## config.mk

```make
export PLATFORM = sky130hd
export DESIGN_NAME = urv_dmem_bridge
export DESIGN_NICKNAME = d
export VERILOG_FILES = /design/src/rtl/urv_dmem_bridge.sv
export SDC_FILE = /design/constraint.sdc
export NUM_CORES = 1
export LEC_CHECK = 0
export CORE_MARGIN = 1
export CORE_UTILIZATION = 40
export DETAILED_ROUTE_END_ITERATION = 8
export GPL_TIMING_DRIVEN = 0
export PLACE_DENSITY = 0.8
export SKIP_CTS_REPAIR_TIMING = 1
export SYNTH_ARGS = -nofsm -noshare
export SYNTH_HDL_FRONTEND = slang
export SYNTH_SLANG_ARGS = --single-unit
```

## constraint.sdc

```tcl
create_clock -name clk_i -period 3.8 [get_ports clk_i]
set_input_delay 0.57 -clock clk_i [delete_from_list [all_inputs] [get_ports clk_i]]
set_output_delay 0.57 -clock clk_i [all_outputs]
set_load 0.005 [all_outputs]
```

## src/rtl/urv_dmem_bridge.sv

```systemverilog
// Data-memory bridge: one pipelined-Wishbone transaction at a time for execute-stage loads/stores.
// Optional bus timeout enabled by defining URV_DMEM_TIMEOUT_EN.
module urv_dmem_bridge #(
    parameter int unsigned TIMEOUT_CYCLES = 255
) (
    input  logic        clk_i,
    input  logic        rst_i,
    input  logic [31:0] dm_addr_i,
    input  logic [31:0] dm_data_s_i,
    input  logic [3:0]  dm_data_select_i,
    input  logic        dm_load_i,
    input  logic        dm_store_i,
    output logic [31:0] dm_data_l_o,
    output logic        dm_load_done_o,
    output logic        dm_store_done_o,
    output logic        dm_busy_o,
    output logic        dm_bus_err_o,
    output logic [31:0] wb_adr_o,
    output logic [31:0] wb_dat_o,
    output logic [3:0]  wb_sel_o,
    output logic        wb_we_o,
    output logic        wb_cyc_o,
    output logic        wb_stb_o,
    input  logic        wb_stall_i,
    input  logic [31:0] wb_dat_i,
    input  logic        wb_ack_i,
    input  logic        wb_err_i
);

    typedef enum logic [1:0] {S_IDLE, S_REQ, S_WAIT} state_t;

    state_t      state_q, state_d;
    logic [31:0] adr_q, adr_d;
    logic [31:0] dat_q, dat_d;
    logic [3:0]  sel_q, sel_d;
    logic        we_q, we_d;
    logic        cyc_q, cyc_d;
    logic        stb_q, stb_d;
    logic        busy_q, busy_d;
    logic [31:0] data_l_q, data_l_d;
    logic        load_done_q, load_done_d;
    logic        store_done_q, store_done_d;
    logic        bus_err_q, bus_err_d;
    logic        finish;
    logic        fail;
    logic        timeout;

`ifdef URV_DMEM_TIMEOUT_EN
    logic [15:0] cnt_q, cnt_d;

    // Counter holds k-1 during the k-th busy cycle, so the last allowed cycle ends the transaction.
    assign timeout = (state_q != S_IDLE) && (cnt_q == 16'(TIMEOUT_CYCLES - 1));

    always_ff @(posedge clk_i or posedge rst_i) begin
        if (rst_i) cnt_q <= '0;
        else       cnt_q <= cnt_d;
    end
`else
    // The timeout length has no effect when the counter is not built.
    logic unused_cfg;
    assign unused_cfg = ^16'(TIMEOUT_CYCLES);
    assign timeout    = 1'b0;
`endif

    always_comb begin
        state_d      = state_q;
        adr_d        = adr_q;
        dat_d        = dat_q;
        sel_d        = sel_q;
        we_d         = we_q;
        cyc_d        = cyc_q;
        stb_d        = stb_q;
        busy_d       = busy_q;
        data_l_d     = data_l_q;
        load_done_d  = 1'b0;
        store_done_d = 1'b0;
        bus_err_d    = 1'b0;
        finish       = 1'b0;
        fail         = 1'b0;
`ifdef URV_DMEM_TIMEOUT_EN
        cnt_d        = cnt_q + 16'd1;
`endif
        case (state_q)
            S_IDLE: begin
`ifdef URV_DMEM_TIMEOUT_EN
                cnt_d = '0;
`endif
                if (dm_store_i || dm_load_i) begin
                    adr_d   = {dm_addr_i[31:2], 2'b00};
                    sel_d   = dm_data_select_i;
                    we_d    = dm_store_i;
                    // A simultaneous load is dropped in favour of the store.
                    if (dm_store_i) dat_d = dm_data_s_i;
                    cyc_d   = 1'b1;
                    stb_d   = 1'b1;
                    busy_d  = 1'b1;
                    state_d = S_REQ;
                end
            end
            S_REQ: begin
                if (!wb_stall_i) begin
                    stb_d   = 1'b0;
                    state_d = S_WAIT;
                    finish  = wb_ack_i | wb_err_i;
                end
                finish = finish | timeout;
            end
            S_WAIT: begin
                finish = wb_ack_i | wb_err_i | timeout;
            end
            default: state_d = S_IDLE;
        endcase

        if (finish) begin
            fail      = wb_err_i | timeout;
            state_d   = S_IDLE;
            cyc_d     = 1'b0;
            stb_d     = 1'b0;
            busy_d    = 1'b0;
            bus_err_d = fail;
            if (we_q) begin
                store_done_d = 1'b1;
            end else begin
                load_done_d = 1'b1;
                data_l_d    = fail ? 32'd0 : wb_dat_i;
            end
        end
    end

    always_ff @(posedge clk_i or posedge rst_i) begin
        if (rst_i) begin
            state_q      <= S_IDLE;
            adr_q        <= '0;
            dat_q        <= '0;
            sel_q        <= '0;
            we_q         <= 1'b0;
            cyc_q        <= 1'b0;
            stb_q        <= 1'b0;
            busy_q       <= 1'b0;
            data_l_q     <= '0;
            load_done_q  <= 1'b0;
            store_done_q <= 1'b0;
            bus_err_q    <= 1'b0;
        end else begin
            state_q      <= state_d;
            adr_q        <= adr_d;
            dat_q        <= dat_d;
            sel_q        <= sel_d;
            we_q         <= we_d;
            cyc_q        <= cyc_d;
            stb_q        <= stb_d;
            busy_q       <= busy_d;
            data_l_q     <= data_l_d;
            load_done_q  <= load_done_d;
            store_done_q <= store_done_d;
            bus_err_q    <= bus_err_d;
        end
    end

    assign dm_data_l_o     = data_l_q;
    assign dm_load_done_o  = load_done_q;
    assign dm_store_done_o = store_done_q;
    assign dm_busy_o       = busy_q;
    assign dm_bus_err_o    = bus_err_q;
    assign wb_adr_o        = adr_q;
    assign wb_dat_o        = dat_q;
    assign wb_sel_o        = sel_q;
    assign wb_we_o         = we_q;
    assign wb_cyc_o        = cyc_q;
    assign wb_stb_o        = stb_q;

endmodule
```

==> results.cfg, run 1 <==
[status]
status = finished clean

[sta]
tightestPinTransition_ns = 0.574
fin_hold_ws_ns = 0.488
fin_ws_ns = 1.88
max_freq_ghz = 0.521
hold_viol = 0
min_period_over_period = 0.505
min_period_ns = 1.92
setup-violations-final = 0
rsz0062_at_grt = false
slew_headroom = 0.617
skew_ns = 0.0132
drv_slew = 0

[clock_tree]
cts_made_buffers = 9
clock-sinks = 106
clk-insertion-delay-late_ns = 0.36
cts_tree = built
path_clk_slew_ns = 0.10
root_buffer = clkbuf_8
clock_path_buffers = 2
htree_levels = 3

[drt]
firstDrtPassIters = 4
drt_iter0_markers = 92
drc_errors = 0
viasPerCell = 4.68
num_vias = 3197
routed_wl_mm = 10.4
final_antenna_net_count = 0
wire_per_inst_um = 15.2

[critical_path]
endpoint = wb_cyc_o
slowest_stage = clkdlybuf4s50_1
endpoint_kind = primary output
r2r_end = state_q[0]
worstPathRequired_ns = 3.23
reg2reg_slack_ns = 2.11
worstRegToRegCells = 5
crit_type = flip-flop to primary output
path_cells = buf_4, clkdlybuf4s50_1
r2r-start = state_q[0]
slowest_delay_ns = 0.49
start_kind = flip-flop
cp_max_fo = 3
arrival_ns = 1.35
cp-startpoint = dm_busy_o

[global_route]
track_usage = 0.190
grt_max_degree = 62
grt_pass1_wl_mm = 16.5
antenna_found_initial = 0
grt_overflow = 0
grt_pass1_vias = 3449

[power_and_ir_drop]
ir_worst_vdd_mv = 0.398
p_per_area_nw_per_um2 = 711
p_leak_nw = 2.91

[die]
row_count = 37
initial_core_util = 0.415
fp.dieH_um = 106
die_x_um = 106
die-area_sq_um = 11200
pin_count = 214
core-area_sq_um = 10400

[place]
post-place-ws_ns = 1.63
io_buffers = 209
place_congestion = 0.745
dp_hpwl_mm = 7.97
place_area_sq_um = 6620

[layout]
final_cell_area_sq_um = 6820
regArea_sq_um = 2650
drive_above_1_share = 0.207
multi_input_area_sq_um = 1480
area_delta_synth_final_pct = 57.7
fillers = 844
final_common_cell = clkdlybuf4s50_1
most-common-layout-cells = clkdlybuf4s50_1, dfrtp_1, mux2_2
diodes = 0
utilization = 0.654
nNetsFinal = 653

[synthesis]
synth_top_area_frac = 0.614
yosys-top-cells-area = dfrtp_1, mux2_2, nand2b_1, buf_6, nand2_1
synth_top_area_cell = dfrtp_1
synthCells = 320
ys_seq_elements = 106
synth_area_sq_um = 4320
ys.warnings.count = 0
synth_cell_types = 26
seq_area_frac_synth = 0.614
avgSynthCellArea_sq_um = 13.5

[hold_path]
hold_depth = 2
min_path_type = flip-flop to flip-flop

[run]
max_cap_viol_count = 0
final cells by class:
cell class | instances | area share
buffer | 19 | 0.0253
clock buffer | 12 | 0.0242
clock inverter | 4 | 0.00496
inverter | 6 | 0.00367
multi-input combinational | 190 | 0.217
sequential | 106 | 0.389
tap | 136 | 0.0250
timing repair buffer | 210 | 0.311
sequential cells by signal, indices dropped and copies added (netlist names):
register	cells
dm_busy_o	1
wb_stb_o	1
dm_load_done_o	1
dm_store_done_o	1
dm_bus_err_o	1
dm_data_l_o	32
wb_sel_o	4
wb_dat_o	32
wb_adr_o	30
wb_we_o	1
state_q	2
kinds of logic (layout without fill, tap and decap cells):
kind of cell             after synthesis  in the layout  synth area share
multiplexers                          68             68             0.177
other                                  1              2          0.000868
flip-flops                           106            106             0.614
AO/OA/AOI/OAI                         43             43            0.0675
buffers and inverters                 25            251            0.0452
AND/OR/NAND/NOR                       73             73            0.0843
adder cells (fa/ha/maj)                4              4            0.0116
worst min-delay path by stage:
stage                            endpoint       startpoint
after floorplan           dm_data_l_o[17]  dm_data_l_o[17]
after global placement     dm_data_l_o[8]   dm_data_l_o[8]
after detailed placement  dm_data_l_o[11]  dm_data_l_o[11]
after CTS                 dm_data_l_o[17]  dm_data_l_o[17]
after global routing      dm_data_l_o[22]  dm_data_l_o[22]
final                     dm_data_l_o[11]  dm_data_l_o[11]
critical path, delay by kind of cell (launching register included):
kind,cells,cell delay [ns]
buf+inv,2,0.61
flops,1,0.39
cell usage after synthesis (all sizes together):
cell type / count
o211a: 1
mux2i: 1
o21a: 2
inv: 6
conb: 1
o311ai: 1
o211ai: 1
mux2: 67
buf: 15
nor2: 3
nand2: 36
nor2b: 1
ha: 4
dfrtp: 106
clkbuf: 4
nand2b: 33
a221o: 1
o21ai: 35
a21oi: 2
power breakdown:
part	total, mW	internal, mW	switching, mW
combinational	2.28	1.51	0.768
sequential	1.89	1.64	0.257
clock	0.677	0.297	0.379
total	4.85	3.44	1.40
per-stage QoR:
stage | instances | power, mW | TNS (ns)
after floorplan | 321 | 2.87 | 0
after global placement | 666 | 4.12 | -111.60
after detailed placement | 667 | 4.22 | 0
after CTS | 683 | 4.91 | 0
after global routing | 683 | 5.15 | 0
final | 683 | 4.85 | 0
metal layers:
| metal | GRT usage | routed length, um | part of all wire |
|---|---|---|---|
| met1 | 0.213 | 4030 | 0.39 |
| met4 | 0.0784 | 213 | 0.021 |
| met2 | 0.338 | 5330 | 0.51 |
| met5 | 0 | 0 | 0 |
| met3 | 0.0570 | 793 | 0.076 |
Power figures use the tool's default switching activity.
==> run 2, diff against run 1 <==
Clock period 3.8 ns to 1.8 ns, I/O delays scaled along.
==> results.cfg, run 2 (synthesized netlist as in run 1, its figures left out) <==
[critical_path]
worstPathRequired_ns = 2.03
crit_family = buffers and inverters
reg2reg_slack_ns = 0.13
slowest_delay_ns = 0.41
r2r-start = state_q[1]
worstRegToRegCells = 8
cp-startpoint = state_q[1]
path_cells = inv_1, ha_1, nor2b_2, o211ai_2, buf_6, buf_6, nand2_1, o21ai_0
arrival_ns = 1.90
path_common_cell = buf_6
endpoint_kind = flip-flop
start_kind = flip-flop
cp_max_fo = 10
r2r_end = dm_data_l_o[17]
path_depth = 8
crit_type = flip-flop to flip-flop
cp_num_buf_inv = 3
endpoint = dm_data_l_o[17]
slowest_stage = dfrtp_1

[sta]
rsz0062_at_grt = false
skew_ns = 0.00760
drv_slew = 0
hold_viol = 0
fin_hold_ws_ns = 0.261
max_freq_ghz = 0.599
setup-violations-final = 0
min_period_ns = 1.67
min_period_over_period = 0.927

[layout]
drive_above_1_share = 0.211
diodes = 0
final_common_cell = clkdlybuf4s50_1
utilization = 0.659
nNetsFinal = 655
most-common-layout-cells = clkdlybuf4s50_1, dfrtp_1, mux2_2
area_delta_synth_final_pct = 58.8

[power_and_ir_drop]
p_leak_nw = 2.93
ir_worst_vdd_mv = 0.831
p_per_area_nw_per_um2 = 1500

[drt]
drc_errors = 0
wire_per_inst_um = 15.1
viasPerCell = 4.66
routed_wl_mm = 10.4
num_vias = 3195
final_antenna_net_count = 0
firstDrtPassIters = 4
drt_iter0_markers = 88

[global_route]
grt_pass1_wl_mm = 16.7
antenna_found_initial = 0
grt_max_degree = 34
track_usage = 0.190
grt_overflow = 0
grt_pass1_vias = 3445

[die]
die_x_um = 106
die-area_sq_um = 11200
initial_core_util = 0.415
fp.dieH_um = 106
pin_count = 214
core-area_sq_um = 10400
row_count = 37

[clock_tree]
root_buffer = clkbuf_8
path_clk_slew_ns = 0.10
cts_made_buffers = 9
cts_tree = built
clock_path_buffers = 2
clock-sinks = 106
htree_levels = 3
clk-insertion-delay-late_ns = 0.35

[hold_path]
min_path_type = primary input to asynchronous set/reset pin

[place]
io_buffers = 209
place_congestion = 0.742
dp_hpwl_mm = 8.16

[run]
max_cap_viol_count = 0

[status]
status = finished clean
## run 2: report_power, final
group / internal [mW] / switching [mW]
combinational: 3.19 / 1.62
sequential: 3.45 / 0.543
clock: 0.725 / 0.783
total: 7.37 / 2.94
## run 2: stage by stage
| stage | power, mW | setup slack [ns] | std cells | setup TNS [ns] | instance area [sq um] |
|---|---|---|---|---|---|
| 2_1_floorplan | 6.05 | 0.240 | 321 | 0 | 4330 |
| 3_3_place_gp | 8.70 | -0.780 | 666 | -83.08 | 6590 |
| 3_5_place_dp | 8.93 | -0.0565 | 669 | -1.38 | 6650 |
| 4_1_cts | 10.5 | 0.0719 | 685 | 0 | 6860 |
| 5_1_grt | 11.0 | 0.00447 | 685 | 0 | 6860 |
| 6_report | 10.3 | 0.131 | 685 | 0 | 6860 |
## run 2: layer usage
layer | global-route usage | up-vias | share of wire | wire (um)
li1 | - | 1513 | - | -
met1 | 0.204 | 1546 | 0.37 | 3790
met2 | 0.354 | 124 | 0.54 | 5570
met3 | 0.0613 | 12 | 0.082 | 846
met4 | 0.0526 | 0 | 0.014 | 143
met5 | 0 | - | 0 | 0
## run 2: worst register-to-register path, cell delays in order (launching register included)
cell and delay [ns]:
dfrtp_1 0.41, inv_1 0.11, ha_1 0.21, nor2b_2 0.26, o211ai_2 0.12, buf_6 0.16
buf_6 0.14, nand2_1 0.06, o21ai_0 0.08
## run 2: worst min path at each step
stage | startpoint | end | slack, ns
final | rst_i | wb_dat_o[18] | 0.26
after global routing | rst_i | wb_dat_o[18] | 0.27
after CTS | rst_i | wb_dat_o[18] | 0.24
after detailed placement | dm_data_l_o[21] | dm_data_l_o[21] | 0.47
after global placement | dm_data_l_o[7] | dm_data_l_o[7] | 0.46
after floorplan | dm_addr_i[17] | wb_adr_o[17] | 0.40
## run 2: final cells by class
cell class,count,area (sq um)
clock buffer,11,151
fill,832,3550
buffer,19,174
inverter,6,26.3
clock inverter,5,60.1
tap,136,170
sequential,106,2650
multi-input combinational,190,1480
timing repair buffer,212,2150
